`src/rtl/cdc_pkg.sv`:
```
// Shared types and constants for the flag-based clock-domain-crossing blocks.
// The state type is visible to both the source FSM and its debug port.
package cdc_pkg;

  typedef enum logic [1:0] {
    IDLE    = 2'd0,
    REQ     = 2'd1,
    RELEASE = 2'd2
  } state_t;

  localparam POL_POS = "POS";
  localparam POL_NEG = "NEG";

endpackage

```
`src/rtl/async_flag_source_if.sv`:
```
// Four-phase request/acknowledge pair crossing from the source to the destination domain.
// Handshake: master raises a_flag (active level), slave answers a_ack=1, master drops
// a_flag, slave drops a_ack=0; a new request starts only once a_ack is seen low again.
interface async_flag_source_if;
  logic a_flag;
  logic a_ack;

  modport master (output a_flag, input a_ack);
  modport slave  (input a_flag, output a_ack);
endinterface

```
`src/rtl/cdc_sync_bit.sv`:
```
// Multi-stage single-bit synchronizer; the last stage is the only safe output.
// Shared by the send and receive halves of the flag crossing.
module cdc_sync_bit #(
  parameter int STAGES = 2
) (
  input  logic clk,
  input  logic reset_n,
  input  logic d,
  output logic q
);

  if (STAGES < 2) begin : g_bad_stages
    $fatal(1, "cdc_sync_bit: STAGES must be at least 2");
  end

  logic [STAGES-1:0] sync_q;

  always_ff @(posedge clk or negedge reset_n) begin
    if (!reset_n) sync_q <= '0;
    else          sync_q <= {sync_q[STAGES-2:0], d};
  end

  assign q = sync_q[STAGES-1];

endmodule

```
`src/rtl/async_flag_source.sv`:
```
// Source side of a four-phase flag crossing: counts request events and issues one
// handshake per event toward the destination, with a saturating pending counter.
module async_flag_source
  import cdc_pkg::*;
#(
  parameter     POLARITY = POL_POS,
  parameter int SYNC_FF  = 3,
  parameter int PEND_W   = 4
) (
  input  logic                   clk,
  input  logic                   reset_n,
  input  logic                   event_in,
  input  logic                   clr_overflow,
  async_flag_source_if.master    hs,
  output logic                   busy,
  output logic [PEND_W-1:0]      pend_count,
  output logic                   done,
  output logic                   overflow,
  output logic                   tp,
  output state_t                 state_dbg
);

  if (SYNC_FF < 2) begin : g_bad_sync
    $fatal(1, "async_flag_source: SYNC_FF must be at least 2");
  end
  if ((POLARITY != POL_POS) && (POLARITY != POL_NEG)) begin : g_bad_pol
    $fatal(1, "async_flag_source: POLARITY must be \"POS\" or \"NEG\"");
  end

  localparam logic              ACT_LOW  = (POLARITY == POL_NEG);
  localparam logic [PEND_W-1:0] PEND_MAX = '1;

  state_t            state_q, state_d;
  logic              ack_s;
  logic              flag_q;
  logic              done_q;
  logic              ovf_q;
  logic [PEND_W-1:0] pend_q;
  logic              have_pend, issue, take_pend, drop, accept;

  cdc_sync_bit #(.STAGES(SYNC_FF)) u_ack_sync (
    .clk     (clk),
    .reset_n (reset_n),
    .d       (hs.a_ack),
    .q       (ack_s)
  );

  // An event that issues straight from an empty counter is consumed without being counted.
  always_comb begin
    have_pend = (pend_q != '0);
    issue     = (state_q == IDLE) && !ack_s && (have_pend || event_in);
    take_pend = issue && have_pend;
    drop      = event_in && (pend_q == PEND_MAX) && !issue;
    accept    = event_in && !(issue && !have_pend) && !drop;
  end

  always_comb begin
    state_d = state_q;
    case (state_q)
      IDLE:    if (issue)  state_d = REQ;
      REQ:     if (ack_s)  state_d = RELEASE;
      RELEASE: if (!ack_s) state_d = IDLE;
      default:             state_d = IDLE;
    endcase
  end

  always_ff @(posedge clk or negedge reset_n) begin
    if (!reset_n) begin
      state_q <= IDLE;
      flag_q  <= 1'b0;
      done_q  <= 1'b0;
      pend_q  <= '0;
      ovf_q   <= 1'b0;
    end else begin
      state_q <= state_d;
      flag_q  <= (state_d == REQ);
      done_q  <= (state_q == RELEASE) && (state_d == IDLE);
      if (accept && !take_pend)      pend_q <= pend_q + 1'b1;
      else if (take_pend && !accept) pend_q <= pend_q - 1'b1;
      // A fresh drop outranks a clear arriving in the same cycle.
      if (drop)              ovf_q <= 1'b1;
      else if (clr_overflow) ovf_q <= 1'b0;
    end
  end

  assign hs.a_flag  = flag_q ^ ACT_LOW;
  assign busy       = (state_q != IDLE);
  assign pend_count = pend_q;
  assign done       = done_q;
  assign overflow   = ovf_q;
  assign tp         = ack_s;
  assign state_dbg  = state_q;

endmodule
```
`src/flat_wrapper.sv`:
```
// flat-port wrapper written by rule: the top's interface ports become plain ports
module async_flag_source_flat import cdc_pkg::*;
#(
  parameter     POLARITY = POL_POS,
  parameter int SYNC_FF  = 3,
  parameter int PEND_W   = 4
)
  (clk, reset_n, event_in, clr_overflow, busy, pend_count, done, overflow, tp, state_dbg, hs_a_flag, hs_a_ack);
  async_flag_source_if hs_i ();
  input  logic clk;
  input  logic reset_n;
  input  logic event_in;
  input  logic clr_overflow;
  output logic busy;
  output logic [PEND_W-1:0] pend_count;
  output logic done;
  output logic overflow;
  output logic tp;
  output state_t state_dbg;
  output wire logic [$bits(hs_i.a_flag)-1:0] hs_a_flag;
  input wire logic [$bits(hs_i.a_ack)-1:0] hs_a_ack;
  assign hs_a_flag = hs_i.a_flag;
  assign hs_i.a_ack = hs_a_ack;
  async_flag_source #(.POLARITY(POLARITY), .SYNC_FF(SYNC_FF), .PEND_W(PEND_W)) u_core (.clk(clk), .reset_n(reset_n), .event_in(event_in), .clr_overflow(clr_overflow), .hs(hs_i), .busy(busy), .pend_count(pend_count), .done(done), .overflow(overflow), .tp(tp), .state_dbg(state_dbg));
endmodule
```
`config.mk`:
```
export PLATFORM = sky130hd
export DESIGN_NAME = async_flag_source_flat
export DESIGN_NICKNAME = d
export VERILOG_FILES = /design/src/rtl/cdc_pkg.sv /design/src/rtl/async_flag_source_if.sv /design/src/rtl/cdc_sync_bit.sv /design/src/rtl/async_flag_source.sv /design/src/flat_wrapper.sv
export SDC_FILE = /design/constraint.sdc
export NUM_CORES = 1
export LEC_CHECK = 0
export BUFFER_PORTS_ARGS = -buffer_cell sky130_fd_sc_hd__buf_4
export CAP_MARGIN = 10
export CORE_MARGIN = 1.5
export CORE_UTILIZATION = 35
export CTS_CLUSTER_SIZE = 30
export DETAILED_ROUTE_END_ITERATION = 10
export PLACE_DENSITY_LB_ADDON = 0.2
export REMOVE_ABC_BUFFERS = 1
export SETUP_SLACK_MARGIN = 0.5
export SLEW_MARGIN = 20
export SYNTH_ARGS = -nofsm -noshare
export SYNTH_HDL_FRONTEND = slang
export SYNTH_SLANG_ARGS = --single-unit
export TNS_END_PERCENT = 10
```
`constraint.sdc`:
```
create_clock -name clk -period 3.95 [get_ports clk]
set_input_delay 0.1975 -clock clk [delete_from_list [all_inputs] [get_ports clk]]
set_output_delay 0.1975 -clock clk [all_outputs]
set_load 0.02 [all_outputs]
```
==> metrics, run 1 <==
Post-DP HPWL 789 µm; sw power between 0.2 and 0.25 mW; CP Max Fanout 7; pwr dens roughly 760 nW/µm²; cts repair resizes 0; die area a little under 2000 µm²; cells taking the most area after synthesis dfrtp_1 50%, ha_1 6.3%, nor3_1 4.2%, fa_1 3.4%, xnor2_1 2.9%; largest net degree at the start of global routing 13; Slew @ Worst Pin approximately 0.30 ns; fin cells between 80 and 90; cells along the critical path or4_4 -> o41ai_2 -> nor2_1 -> ha_1 -> inv_1 -> ha_1 -> or4_1 -> o211ai_1 -> o211ai_1; mapped cell area 596 µm²; min-delay src hs_a_ack; layout cells sized above 1 32.4%; crit path launch u_core.pend_count[0]; Async S/R FF share, synth 100%; FF-to-FF Start u_core.pend_count[0]; outcome finished, final reports clean; number of synthesized flops with an enable pin 0; Synth Register Bits 12; post-layout min period 2.83 ns; TritonCTS clock tree yes; Port Buffer Count 15; Critical Path RT roughly 4 ns; final core utilization 50.0%; CTS buffer count 3; power share of the sequential group 35.7%; Final Total Pwr roughly 0.58 mW; most instantiated cells after synthesis 12 x dfrtp_1, 5 x nor3_1, 3 x ha_1, 3 x nand2_1; DP Area between 700 and 800 µm²; worst path arrival time 2.99 ns; Overflow after GRT 0; total of max-cap violations 0; core box area 1540 µm²; final setup TNS 0 ns; Net Sw Frac roughly 40%; routed vias around 470; worst path bufs/invs 1; Top FF cell, synth dfrtp_1; clk_skew about 0.0056 ns; Crit-path slowest cell or4_4; Finished Cell Area slightly below 800 µm²; CP startpoint kind flip-flop; mux contribution to synthesized area roughly 3.6%; Root Driver clkbuf_4; Synth Area per Inst ~11 µm²; # diodes 0; Post-Synth XOR/XNOR Area around 4.4%; Crit Path Class flip-flop to flip-flop; Clk network pwr share approximately 16%; count leader, synth dfrtp_1; clk_lat worst skew 0.27 ns; Layout area overhead 29.4%; P_leak around 0.36 nW; die width 44.3 µm; Rel. slew slack between 80% and 90%; final hold vios 0; initial DRC count 8; Tightest Hold Check Type input port to flip-flop; overall routing resource usage 13.2%; VDD IR max around 0.45 mV; combinational power share roughly half; setup violators final 0; Tcrit/Tclk final roughly 70%; max-slew violation count 0; Via density 5.41; Synth area leader dfrtp_1; Synth Area in Compound Gates roughly 11%; Routed WL per cell between 10 and 15 µm; Yosys warning total 0; # H-tree levels 1; top cell type's share of synthesized area about half; Initial Util about two fifths; post-layout net count 81; antenna violations before repair 0; post-placement cell count about 80; Sink Count 12; register area share after synthesis between 50% and 60%; Fill cells 140; Rows 14; kind of end point of the critical path flip-flop; first-pass iteration count of the detailed router 5; FMAX around 350 MHz; post-synthesis cell type count 27; routability cong. around 0.76; final WL about 1.1 mm; Mapped Cells 52; main combinational cell family by area after synthesis simple AND/OR/NAND/NOR gates; io pins 16; Synth Area in Adders about a tenth; Int Pwr roughly 0.35 mW; worst-case clock buffer depth 2; CP top delay family simple AND/OR/NAND/NOR gates; Residual DRC 0; Post-Synth Simple-Gate Area between 10% and 20%; Clock transition at path regs around 0.070 ns; Die H between 40 and 50 µm; unrepaired setup endpoints after global routing no; post-route ant nets 0; number of global-route vias before repair ~430; first-pass GRT wire length 1.82 mm; CP peak stage delay roughly 0.57 ns
[through the flow]
step	hold slack, ns	setup WS [ns]
after global placement	0.0421	1.17
after CTS	0.0243	1.10
final	0.0359	1.12
after detailed placement	0.0424	1.11
after floorplan	-0.0981	1.19
after global routing	0.00908	0.965
[layer usage]
layer	up-vias	track usage [%]	routed length (µm)
li1	229	-	-
met1	216	16.1	454
met2	24	20.9	478
met3	2	7.35	113
met4	0	1.82	12
met5	-	0	0
[final cells by class]
class | instances | area [µm²] | area share (%)
clock buffers | 4 | 36.3 | 4.71
inverters | 2 | 7.51 | 0.974
multi-input cells | 37 | 284 | 36.9
flip-flops and latches | 12 | 300 | 39.0
well taps | 16 | 20.0 | 2.60
repair buffers | 16 | 123 | 15.9
[kinds of logic after synthesis]
| kind of cell | count (synthesis) |
|---|---|
| flip-flops | 12 |
| multiplexers | 2 |
| XOR/XNOR | 3 |
| AO/OA/AOI/OAI | 8 |
| adder cells (fa/ha/maj) | 4 |
| buffers and inverters | 3 |
| AND/OR/NAND/NOR | 20 |
[placed cells by master (no fill, tap or decap)]
| cell type | count |
|---|---|
| ha_1 | 3 |
| dlygate4sd3_1 | 1 |
| inv_1 | 2 |
| mux2_2 | 1 |
| nor2_1 | 2 |
| buf_4 | 15 |
| nand4_1 | 1 |
| dfrtp_1 | 12 |
| a2111o_1 | 1 |
| clkbuf_8 | 1 |
| or2_2 | 1 |
| a21oi_1 | 2 |
| xnor2_1 | 2 |
| nand3_1 | 2 |
| and2_1 | 1 |
| nand3b_1 | 1 |
| mux2i_1 | 1 |
| o41ai_2 | 1 |
| xor2_1 | 1 |
| nor3_1 | 5 |
| a22o_1 | 1 |
| o21ai_0 | 1 |
| nand2_1 | 3 |
| fa_1 | 1 |
| clkbuf_4 | 3 |
| or4_4 | 1 |
| or4_1 | 1 |
| or3_1 | 1 |
| nor3b_1 | 1 |
| o211ai_1 | 2 |
[power by group through the flow]
stage	Combinational (mW)	Clock [mW]	Sequential (mW)
2_1_floorplan	0.156	0	0.237
3_3_place_gp	0.276	0	0.210
3_5_place_dp	0.280	0	0.210
4_1_cts	0.283	0.0986	0.208
5_1_grt	0.313	0.107	0.214
6_report	0.280	0.0944	0.208
[registers in the layout, summed over array words and instances (netlist names)]
signal	count
u_core.pend_count	4
u_core.u_ack_sync.sync_q	3
u_core.state_dbg	2
u_core.done	1
u_core.hs.a_flag	1
u_core.overflow	1
[final timing paths]
kind,depth (start not counted),endpoint,slack [ns]
max,9,u_core.pend_count[3],1.12
min,1,u_core.u_ack_sync.sync_q[0],0.04
max reg2reg,9,u_core.pend_count[3],1.12
min reg2reg,0,u_core.u_ack_sync.sync_q[2],0.35
max in group asynchronous,2,u_core.u_ack_sync.sync_q[1],3.50
min in group asynchronous,2,u_core.done,0.29
[timing repair]
item / in CTS / in global routing
buffers inserted: 0 / 0
hold endpoints to repair: 12 / 0
endpoints found under the setup margin: 0 / 0
hold buffers: 1 / 0
Power figures use the tool's default switching activity.
==> run 2, diff against run 1 <==
clock period = 2.55 ns   (was 3.95 ns; I/O delays follow)
==> run 2 against run 1 <==
- first-iteration DRC count down 38%
- non-clock buffer count rose by 10
- combinational power is 120% higher
- power grew 80%
- sequential power rose by 35%
- via count increased by 11%
- maximum frequency rose by 15%
- critical endpoint unchanged
==> metrics, run 2 (synthesized netlist as in run 1, its figures left out) <==
overall routing resource usage 13.7% (+0.51 points); CTS buffer count 3 (unchanged); setup violators final 0 (unchanged); DR WL met3 86 µm (-24%); # diodes 0 (unchanged); die width 44.3 µm (unchanged); worst-case clock buffer depth 2 (unchanged); first-pass iteration count of the detailed router 4 (-1); Clock transition at path regs 0.07 ns (about the same); P_leak 0.412 nW (+16%); Root Driver clkbuf_4; clk_lat worst skew 0.27 ns (about the same); Layout area overhead 48.7%; FMAX 404 MHz (+15%); final hold vios 0 (unchanged); final core utilization 57.5% (+7.5 points); Tcrit/Tclk final 97.0% (+25 points); routability cong. 0.815 (+7.6%); Tightest Hold Check Type input port to flip-flop; number of global-route vias before repair 441 (+3.5%); pwr dens 1180 nW/µm² (+57%); TritonCTS clock tree yes; max FFs per register 4 (unchanged); outcome finished, final reports clean; CP startpoint kind flip-flop; layout cells sized above 1 45.7% (+13 points); Post-DP HPWL 927 µm (+17%); post-placement cell count 90 (+9.8%); Crit Path Class flip-flop to flip-flop; routed vias 525 (+11%); commonest cells after routing, fill and taps aside 24 x buf_4, 12 x dfrtp_1, 5 x nor3_1; antenna violations before repair 0 (unchanged); Die H 44.3 µm (unchanged); total of max-cap violations 0 (unchanged); cells along the critical path or4_4 -> o41ai_4 -> nor2_1 -> ha_2 -> inv_2 -> ha_4 -> or4_4 -> o211ai_1 -> o211ai_1; core box area 1540 µm² (unchanged); Routed WL per cell 12.4 µm (+2.2%); final WL 1.21 mm (+14%); Via density 5.41 (about the same); met2 routed WL 561 µm (+17%); Top Layer Used met4; Rows 14 (unchanged); Slew @ Worst Pin 0.300 ns (+0.00403 ns); CP peak stage delay 0.56 ns (about the same); worst path arrival time 2.62 ns (-0.37 ns); post-layout net count 91 (+12%); Fill cells 147 (+5.0%); worst path bufs/invs 1 (unchanged); die area 1960 µm² (unchanged); Overflow after GRT 0 (unchanged); io pins 16 (unchanged); max-slew violation count 0 (unchanged); Worst R2R Setup Slack 0.08 ns (-1.04 ns); VDD IR max 0.743 mV (+66%); fin cells 97 (+11%); # H-tree levels 1 (unchanged); kind of end point of the critical path flip-flop; Sink Count 12 (unchanged); Critical Path RT 2.70 ns (-1.40 ns); first-pass GRT wire length 1.91 mm (+4.9%); unrepaired setup endpoints after global routing yes; CP top delay family simple AND/OR/NAND/NOR gates; Rel. slew slack 80.0% (-0.27 points); post-route ant nets 0 (unchanged); largest net degree at the start of global routing 13 (unchanged); CP Max Fanout 3 (-4); initial DRC count 5 (-3); Crit-path slowest cell or4_4; commonest non-fill, non-tap cell in the layout buf_4; Residual DRC 0 (unchanged); Initial Util 38.6% (unchanged); post-layout min period 2.47 ns (-0.360 ns); Port Buffer Count 15 (unchanged); clk_skew 0.00265 ns (-0.00299 ns); wl on met1 545 µm (+20%)
run 2: cell types whose count changed in the layout (fill, tap and decap cells not counted), sizes merged:
cell / delta
buf: +9
dlygate4sd3: +1
run 2: per-stage QoR:
stage	setup WS, ns	cell area [µm²]	setup TNS (ns)	total power, mW	hold WS [ns]
floorplan	-0.206	592	-0.206	0.608	-0.168
global placement	0.0608	785	0	0.829	-0.0293
detailed placement	0.0286	785	0	0.840	-0.0268
CTS	0.0204	841	0	0.993	0.0981
global route	-0.0446	886	-0.0446	1.13	0.125
finish	0.0753	886	0	1.05	0.116
run 2: layout make-up:
class | count | area [µm²] | area share [%]
well taps | 16 | 20.0 | 2.26
flip-flops and latches | 12 | 300 | 33.9
inverters | 2 | 7.51 | 0.847
multi-input cells | 37 | 322 | 36.3
repair buffers | 26 | 200 | 22.6
clock buffers | 4 | 36.3 | 4.10
run 2: timing repair:
item,4_1_cts,5_1_grt
setup buffers,0,1
hold endpoints to repair,13,0
hold buffers,2,0
setup endpoints to repair,3,4
gates resized for setup,0,7
pin swaps,0,1
run 2: final timing paths:
kind	endpoint	cells after the start	startpoint
setup / recovery	u_core.pend_count[3]	9	u_core.pend_count[2]
hold / removal	u_core.overflow	2	event_in
setup reg to reg	u_core.pend_count[3]	9	u_core.pend_count[2]
hold reg to reg	u_core.u_ack_sync.sync_q[2]	0	u_core.u_ack_sync.sync_q[1]
min in group asynchronous	u_core.overflow	2	reset_n
max in group asynchronous	u_core.pend_count[1]	2	reset_n
run 2: where the power goes:
group	total, mW	internal [mW]	switching (mW)
combinational	0.622	0.319	0.302
clock	0.147	0.0867	0.0598
sequential	0.280	0.241	0.0392
run 2: routing by layer:
layer / vias up / GRT usage, %
met1: 253 / 17.9
met3: 2 / 6.12
met5: - / 0
li1: 253 / -
met2: 17 / 21.5
met4: 0 / 1.82
run 2: worst register-to-register path, cell delays in order (launching register included):
cell and delay, ns:
dfrtp_1 0.38, or4_4 0.56, o41ai_4 0.20, nor2_1 0.07
ha_2 0.20, inv_2 0.07, ha_4 0.19, or4_4 0.46
o211ai_1 0.11, o211ai_1 0.10
